### src/rtl/pipe_ctrl_pkg.sv
// Shared widths, control-word bit positions and forwarding encodings for the
// pipeline control registers.
package pipe_ctrl_pkg;

   localparam int unsigned CTRL_W = 9;
   localparam int unsigned REG_W  = 5;

   localparam int unsigned MEMTOREG_B = 8;
   localparam int unsigned REGWRITE_B = 7;
   localparam int unsigned BRANCH_B   = 6;
   localparam int unsigned MEMREAD_B  = 5;
   localparam int unsigned MEMWRITE_B = 4;
   localparam int unsigned REGDST_B   = 3;
   localparam int unsigned ALUSRC_B   = 2;
   localparam int unsigned ALUOP_HI   = 1;
   localparam int unsigned ALUOP_LO   = 0;

   typedef enum logic [1:0] {
      FWD_RF  = 2'b00,
      FWD_WB  = 2'b01,
      FWD_MEM = 2'b10
   } fwd_sel_e;

endpackage

### src/rtl/pipe_ctrl_regs_hazard_fwd_unit.sv
// Combinational load-use hazard detection and ALU operand forwarding selects.
module hazard_fwd_unit
   import pipe_ctrl_pkg::*;
#(
   parameter int unsigned REG_W = pipe_ctrl_pkg::REG_W
) (
   input  logic             idex_memread_i,
   input  logic [REG_W-1:0] idex_rt_i,
   input  logic [REG_W-1:0] id_rs_i,
   input  logic [REG_W-1:0] id_rt_i,
   input  logic             flush_i,
   input  logic [REG_W-1:0] ex_rs_i,
   input  logic [REG_W-1:0] ex_rt_i,
   input  logic             mem_regwrite_i,
   input  logic [REG_W-1:0] mem_dest_i,
   input  logic             wb_regwrite_i,
   input  logic [REG_W-1:0] wb_dest_i,
   output logic             stall_o,
   output fwd_sel_e         fwd_a_o,
   output fwd_sel_e         fwd_b_o
);

   logic haz;

   // EX/MEM writer is younger than MEM/WB, so it wins; $0 never forwards.
   function automatic fwd_sel_e pick(input logic [REG_W-1:0] src);
      if (mem_regwrite_i && (mem_dest_i != '0) && (mem_dest_i == src))
         return FWD_MEM;
      else if (wb_regwrite_i && (wb_dest_i != '0) && (wb_dest_i == src))
         return FWD_WB;
      else
         return FWD_RF;
   endfunction

   always_comb begin
      haz     = idex_memread_i && (idex_rt_i != '0) &&
                ((idex_rt_i == id_rs_i) || (idex_rt_i == id_rt_i));
      stall_o = haz && !flush_i;
      fwd_a_o = pick(ex_rs_i);
      fwd_b_o = pick(ex_rt_i);
   end

endmodule

### src/rtl/pipe_ctrl_regs.sv
// ID/EX, EX/MEM and MEM/WB control/specifier registers with EX destination
// resolution, load-use bubble insertion and forwarding selects.
module pipe_ctrl_regs
   import pipe_ctrl_pkg::*;
#(
   parameter int unsigned REG_W  = pipe_ctrl_pkg::REG_W,
   parameter int unsigned CTRL_W = pipe_ctrl_pkg::CTRL_W
) (
   input  logic              clk,
   input  logic              rst_n,
   input  logic [CTRL_W-1:0] id_ctrl,
   input  logic [REG_W-1:0]  id_rs,
   input  logic [REG_W-1:0]  id_rt,
   input  logic [REG_W-1:0]  id_rd,
   input  logic              flush,
   output logic              stall,
   output logic              ex_regdst,
   output logic              ex_alusrc,
   output logic [1:0]        ex_aluop,
   output logic [REG_W-1:0]  ex_rs,
   output logic [REG_W-1:0]  ex_rt,
   output logic              mem_branch,
   output logic              mem_memread,
   output logic              mem_memwrite,
   output logic              mem_regwrite,
   output logic [REG_W-1:0]  mem_dest,
   output logic              wb_memtoreg,
   output logic              wb_regwrite,
   output logic [REG_W-1:0]  wb_dest,
   output logic [1:0]        fwd_a,
   output logic [1:0]        fwd_b
);

   logic [CTRL_W-1:0] idex_ctrl_q, idex_ctrl_d;
   logic [REG_W-1:0]  idex_rs_q, idex_rs_d;
   logic [REG_W-1:0]  idex_rt_q, idex_rt_d;
   logic [REG_W-1:0]  idex_rd_q, idex_rd_d;
   logic [1:0]        exmem_wb_q, exmem_wb_d;
   logic [2:0]        exmem_m_q, exmem_m_d;
   logic [REG_W-1:0]  exmem_dest_q, exmem_dest_d;
   logic [1:0]        memwb_wb_q, memwb_wb_d;
   logic [REG_W-1:0]  memwb_dest_q, memwb_dest_d;
   logic [REG_W-1:0]  ex_dest;
   fwd_sel_e          fwd_a_sel, fwd_b_sel;

   hazard_fwd_unit #(.REG_W(REG_W)) u_hazard_fwd (
      .idex_memread_i (idex_ctrl_q[MEMREAD_B]),
      .idex_rt_i      (idex_rt_q),
      .id_rs_i        (id_rs),
      .id_rt_i        (id_rt),
      .flush_i        (flush),
      .ex_rs_i        (idex_rs_q),
      .ex_rt_i        (idex_rt_q),
      .mem_regwrite_i (exmem_wb_q[0]),
      .mem_dest_i     (exmem_dest_q),
      .wb_regwrite_i  (memwb_wb_q[0]),
      .wb_dest_i      (memwb_dest_q),
      .stall_o        (stall),
      .fwd_a_o        (fwd_a_sel),
      .fwd_b_o        (fwd_b_sel)
   );

   // flush | haz reduces to flush | stall, so the bubble needs no raw haz.
   always_comb begin
      ex_dest = idex_ctrl_q[REGDST_B] ? idex_rd_q : idex_rt_q;

      idex_ctrl_d = id_ctrl;
      idex_rs_d   = id_rs;
      idex_rt_d   = id_rt;
      idex_rd_d   = id_rd;
      if (flush || stall) begin
         idex_ctrl_d = '0;
         idex_rs_d   = '0;
         idex_rt_d   = '0;
         idex_rd_d   = '0;
      end

      exmem_wb_d   = {idex_ctrl_q[MEMTOREG_B], idex_ctrl_q[REGWRITE_B]};
      exmem_m_d    = {idex_ctrl_q[BRANCH_B], idex_ctrl_q[MEMREAD_B], idex_ctrl_q[MEMWRITE_B]};
      exmem_dest_d = ex_dest;
      if (flush) begin
         exmem_wb_d   = '0;
         exmem_m_d    = '0;
         exmem_dest_d = '0;
      end

      memwb_wb_d   = exmem_wb_q;
      memwb_dest_d = exmem_dest_q;
   end

   always_ff @(posedge clk or negedge rst_n) begin
      if (!rst_n) begin
         idex_ctrl_q  <= '0;
         idex_rs_q    <= '0;
         idex_rt_q    <= '0;
         idex_rd_q    <= '0;
         exmem_wb_q   <= '0;
         exmem_m_q    <= '0;
         exmem_dest_q <= '0;
         memwb_wb_q   <= '0;
         memwb_dest_q <= '0;
      end else begin
         idex_ctrl_q  <= idex_ctrl_d;
         idex_rs_q    <= idex_rs_d;
         idex_rt_q    <= idex_rt_d;
         idex_rd_q    <= idex_rd_d;
         exmem_wb_q   <= exmem_wb_d;
         exmem_m_q    <= exmem_m_d;
         exmem_dest_q <= exmem_dest_d;
         memwb_wb_q   <= memwb_wb_d;
         memwb_dest_q <= memwb_dest_d;
      end
   end

   assign ex_regdst    = idex_ctrl_q[REGDST_B];
   assign ex_alusrc    = idex_ctrl_q[ALUSRC_B];
   assign ex_aluop     = idex_ctrl_q[ALUOP_HI:ALUOP_LO];
   assign ex_rs        = idex_rs_q;
   assign ex_rt        = idex_rt_q;
   assign mem_branch   = exmem_m_q[2];
   assign mem_memread  = exmem_m_q[1];
   assign mem_memwrite = exmem_m_q[0];
   assign mem_regwrite = exmem_wb_q[0];
   assign mem_dest     = exmem_dest_q;
   assign wb_memtoreg  = memwb_wb_q[1];
   assign wb_regwrite  = memwb_wb_q[0];
   assign wb_dest      = memwb_dest_q;
   assign fwd_a        = fwd_a_sel;
   assign fwd_b        = fwd_b_sel;

endmodule
### config.mk
export PLATFORM = sky130hd
export DESIGN_NAME = pipe_ctrl_regs
export DESIGN_NICKNAME = d
export VERILOG_FILES = /design/src/rtl/pipe_ctrl_pkg.sv /design/src/rtl/pipe_ctrl_regs_hazard_fwd_unit.sv /design/src/rtl/pipe_ctrl_regs.sv
export SDC_FILE = /design/constraint.sdc
export NUM_CORES = 1
export LEC_CHECK = 0
export ABC_CLOCK_PERIOD_IN_PS = 3470
export CAP_MARGIN = 40
export CORE_MARGIN = 5
export CORE_UTILIZATION = 30
export CTS_CLUSTER_SIZE = 40
export DETAILED_ROUTE_END_ITERATION = 12
export GPL_ROUTABILITY_DRIVEN = 1
export PLACE_DENSITY = 0.57
export REMOVE_ABC_BUFFERS = 1
export SYNTH_ARGS = -nofsm -noshare
export SYNTH_HDL_FRONTEND = slang
export SYNTH_SLANG_ARGS = --single-unit
### constraint.sdc
create_clock -name clk -period 3.47 [get_ports clk]
set_input_delay 0.5205 -clock clk [delete_from_list [all_inputs] [get_ports clk]]
set_output_delay 0.5205 -clock clk [all_outputs]
set_load 0.05 [all_outputs]
# Word-level counts from Yosys, hierarchy flattened
# Cells that the tools add are included.
# op_classes
n_reduce_logical	15
n_mux	12
eq_ne	6
# op_table
operator	n
$eq A5 B5 Y1	6
$mux W5	5
$reduce_bool A5 Y1	3
$logic_and A1 B1 Y1	9
$mux W9	1
$mux W2	3
$mux W3	1
$logic_or A1 B1 Y1	2
$mux W1	2
$logic_not A1 Y1	1
# word_totals
inputBits	27
regBits	41
output_inout_bits	35
word_cells	42

# Longest topological paths before layout
# depth
depth_word	6
depth_mapped	6
ltp_nobuf	4

# By module
# From an unflattened synthesis, not the netlist that was laid out.
# hier_totals
cells_unflattened	137
hier_area_um2	1732.9
# by_module_without_submodules
module	area_per_inst_um2	cells_each	n_inst	seq_area_each_um2
pipe_ctrl_regs	1335.0	87	1	1026.0
hazard_fwd_unit	397.9	50	1	0.0

# Worst setup path before layout
# Ideal clock, no wire load.
# synth_timing
path_type	flip-flop to output port
start	register idex_rt_q[4] (netlist: ex_rt[4])
end	output fwd_b[0]
required_time_ps	2949
path_stages_with_launch	6
path_slack_ps	-280
t_arrival_ps	3230
path_buffers	1
path_cell_list	dfrtp_1 -> buf_2 -> xnor2_1 -> nand3_1 -> nor4_1 -> nor4_2
# synth_via
elab_chain_len	4
elab_cells_between_ends	6
cone_classes	eq/ne: 2; mux: 2; reduce/logical: 2
# synth_rtl
item	line	rtl
from (decl)	pipe_ctrl_regs.sv:36	logic [REG_W-1:0] idex_rt_q, idex_rt_d;
from (signal assigned)	pipe_ctrl_regs.sv:105	idex_rt_q <= idex_rt_d;
$eq A5 B5 Y1	pipe_ctrl_regs_hazard_fwd_unit.sv:29	else if (wb_regwrite_i && (wb_dest_i != '0) && (wb_dest_i == src))
$logic_and A1 B1 Y1	pipe_ctrl_regs_hazard_fwd_unit.sv:29	
$mux W1	pipe_ctrl_regs_hazard_fwd_unit.sv:29	
$mux W2 (*)	pipe_ctrl_regs_hazard_fwd_unit.sv:27	if (mem_regwrite_i && (mem_dest_i != '0) && (mem_dest_i == src))
to (decl)	pipe_ctrl_regs.sv:31	output logic [1:0] fwd_b
# Mark *: on every way between the ends. The rest lies on a longest branch, timed or not.

# Final worst setup path
# layout_timing
start	register exmem_dest_q[4] (netlist: mem_dest[4])
end	output fwd_b[0]
# layout_via
elab_chain_len	4
elab_cells_between_ends	5
cone_classes	eq/ne: 1; mux: 1; reduce/logical: 3
# layout_rtl
item	line	rtl
from (decl)	pipe_ctrl_regs.sv:40	logic [REG_W-1:0] exmem_dest_q, exmem_dest_d;
from (signal assigned)	pipe_ctrl_regs.sv:109	exmem_dest_q <= exmem_dest_d;
$reduce_bool A5 Y1	pipe_ctrl_regs_hazard_fwd_unit.sv:27	
$logic_and A1 B1 Y1	pipe_ctrl_regs_hazard_fwd_unit.sv:27	
$logic_and A1 B1 Y1 (*)	pipe_ctrl_regs_hazard_fwd_unit.sv:27	
$mux W2 (*)	pipe_ctrl_regs_hazard_fwd_unit.sv:27	
# Marks and branches as above.

==> results.json <==
{
  "setup_viol_count_final": 0,
  "fp.dieH_um": 91.95,
  "htreeDepth": 2,
  "yosysTopAreaCellShare_pct": 50.93,
  "slew_viol_final": 0,
  "grt_overflow": 0,
  "dpl-instance-area_um2": 2665,
  "cp_top_family": "simple AND/OR/NAND/NOR gates",
  "ys_ff_latch": 41,
  "gp_congestion": 0.7889,
  "cts_root_buf": "clkbuf_8",
  "cp.depth": 5,
  "drtIter0Drc": 42,
  "worstPathMaxFanout": 5,
  "rr_endpoint": "idex_ctrl_q[8]",
  "dieArea_um2": 8454,
  "clock-sinks": 41,
  "cts_hold_buf": 0,
  "post_cts_resized": 0,
  "nFillCells": 635,
  "slowest_stage": "clkdlybuf4s50_1",
  "wl_mm": 4.493,
  "syn_area_um2": 2014,
  "hpwl_mm": 3.208,
  "finalCritPeriodShare_pct": 91.15,
  "diodes": 0,
  "yosys-top-cells-area": "dfrtp_1 (51%), a21oi_2 (7.8%), nand2b_1 (7.5%)",
  "end_kind": "output pin",
  "grt_max_degree": 36,
  "peakVddDrop_v": 0.0001638,
  "hp-class": "in2async",
  "p_per_area_nw_per_um2": 422.1,
  "min_period_ns": 3.163,
  "drcViolationCount": 0,
  "clk-insertion-delay-late_ns": 0.29,
  "avgSynthCellArea_um2": 11.92,
  "antenna_found_initial": 0,
  "cp.required_ns": 2.95,
  "port_buffers": 61,
  "wl_per_cell_um": 14.83,
  "start_util_pct": 31.19,
  "syn_inst": 169,
  "grt_pass1_wl_mm": 7.120,
  "worst-r2r-setup-slack_ns": 1.70,
  "crit_buf_inv": 1,
  "area_growth_syn_to_layout_pct": 38.07,
  "core_um2": 6459,
  "tightest_slew_ns": 0.5210,
  "finClkSkew_ns": 0.007050,
  "power_leakage_uw": 0.001163,
  "maxCapViolCount": 0,
  "cts_tree": "done",
  "reg2regPathDepth": 5,
  "whs_ns": 0.1769,
  "cpPeakStageDelay_ns": 0.84,
  "rows": 29,
  "postCtsSetupBuffers": 0,
  "dp_worst_setup_slack_ns": 0.6275,
  "vias_per_cell": 4.482,
  "ant_nets": 0,
  "slew_headroom_pct": 65.16,
  "stdcell_area_um2": 2781,
  "grt_pass1_vias": 1377,
  "crit_path_start_kind": "flop",
  "ys_seq_area_share_pct": 50.93,
  "numCtsBuffers": 5,
  "die_w_um": 91.95,
  "finalWorstSetupSlack_ns": 0.3072,
  "crit_chain": "or4_1 > o21ai_1 > nor4_1 > nor4_2 > clkdlybuf4s50_1",
  "ys_types": 25,
  "cp_data_arrival_time_ns": 2.64,
  "fmax_ghz": 0.3162,
  "endpoint": "fwd_b[0]",
  "cts_max_path_buffers": 2,
  "critical_path_class": "reg2out",
  "final_cells": 303,
  "yosys_warnings": 0,
  "tns_ns": 0,
  "drive_above_1_share_pct": 16.81,
  "reg2reg_from": "ex_rt[3]",
  "grt_util_all_layers_pct": 10.69,
  "first_pass_iters": 4,
  "final_hold_viol_count": 0,
  "nets": 252,
  "dpl.cell_count": 295,
  "status": "finished clean",
  "clk_pin_slew_ns": 0.08,
  "vias": 1358,
  "synth_top_area_cell": "dfrtp_1",
  "rsz0062_at_grt": "false",
  "critPathLaunch": "mem_dest[4]",
  "io_pins": 62
}
## metrics by stage
stage	power, uW	util (%)
6_report	1174	43.06
5_1_grt	1225	43.06
4_1_cts	1188	43.06
3_5_place_dp	790.8	41.26
3_3_place_gp	785.6	40.84
2_1_floorplan	677.7	-
## per-layer routing
metal / wire length [um] / track usage [%]
met3: 325 / 3.355
met2: 2027 / 16.12
met5: 0 / 0
met4: 56 / 3.342
met1: 2084 / 14.67
## cells in the final DEF, fill, tap and decap left out, drive strengths merged
cell type	Yosys	routed
buf	11	5
nand3	4	4
o22ai	1	1
clkbuf	4	7
nor4	4	4
nand2	2	2
xor2	14	14
a21oi	24	24
nor2	5	5
bufinv	0	1
nor2b	5	5
o21ai	2	2
xnor2	16	16
nand2b	24	24
o21a	1	1
and3b	1	1
or4	5	5
mux2i	5	5
dfrtp	41	41
clkdlybuf4s50	0	59
## report_power, final
| group | switching, uW | total (uW) | internal [uW] | leakage [uW] |
|---|---|---|---|---|
| sequential | 28.0 | 529 | 501 | 0.000538 |
| combinational | 142 | 247 | 106 | 0.000566 |
| clock | 163 | 397 | 235 | 0.0000585 |
## synthesized netlist by cell type
cell type,instances
nor2b_1,5
xor2_1,14
o22ai_2,1
dfrtp_1,41
buf_2,2
a21oi_1,4
nor2_1,5
nand2b_1,24
clkbuf_1,4
buf_4,4
o21ai_0,1
a21oi_2,18
and3b_2,1
nor4_1,2
mux2i_1,5
or4_1,4
buf_6,5
o21ai_1,1
or4_4,1
o21a_4,1
nor4_2,2
xnor2_1,16
nand3_1,4
a21oi_4,2
nand2_1,2
## sequential cells by signal, summed over array words and instances, names as in the netlist
register     count
idex_ctrl_q      9
ex_rs            5
ex_rt            5
idex_rd_q        5
mem_dest         5
wb_dest          5
exmem_m_q        3
exmem_wb_q       2
memwb_wb_q       2
## worst min path at each step
| stage | start | end | depth (start not counted) |
|---|---|---|---|
| final | rst_n | idex_ctrl_q[3] | 1 |
| after global routing | rst_n | idex_ctrl_q[3] | 1 |
| after CTS | rst_n | idex_ctrl_q[1] | 1 |
| after detailed placement | exmem_wb_q[1] | memwb_wb_q[1] | 0 |
| after global placement | exmem_wb_q[1] | memwb_wb_q[1] | 0 |
| after floorplan | rst_n | ex_rs[0] | 0 |
## worst reg2reg max path, delay by kind of cell, from the launching register on
kind | cells | cell delay, ns
AOI/OAI and AO/OA | 2 | 0.33
xor gates and xnor gates | 1 | 0.17
buffers and inverters | 1 | 0.41
DFF | 1 | 0.58
and+or+nand+nor | 1 | 0.13
## logic make-up (layout without fill, tap and decap cells)
| family | count (synthesis) | count (layout) | share of synthesized area [%] |
|---|---|---|---|
| buffers and inverters | 15 | 72 | 5.528 |
| AO/OA/AOI/OAI | 28 | 28 | 12.30 |
| XOR/XNOR | 30 | 30 | 13.04 |
| flip-flops | 41 | 41 | 50.93 |
| multiplexers | 5 | 5 | 2.485 |
| AND/OR/NAND/NOR | 50 | 50 | 15.71 |
## cell type report
type                       count  area [um^2]  share of cell area [%]
clock buffer                   7        86.33                   3.104
clock inverter                 1        30.03                   1.080
multi-input combinational    113        884.6                   31.80
sequential                    41         1026                   36.89
tap                           77        96.34                   3.464
timing repair buffer          64        658.1                   23.66
Note: power is estimated with default switching activity, not from simulation.
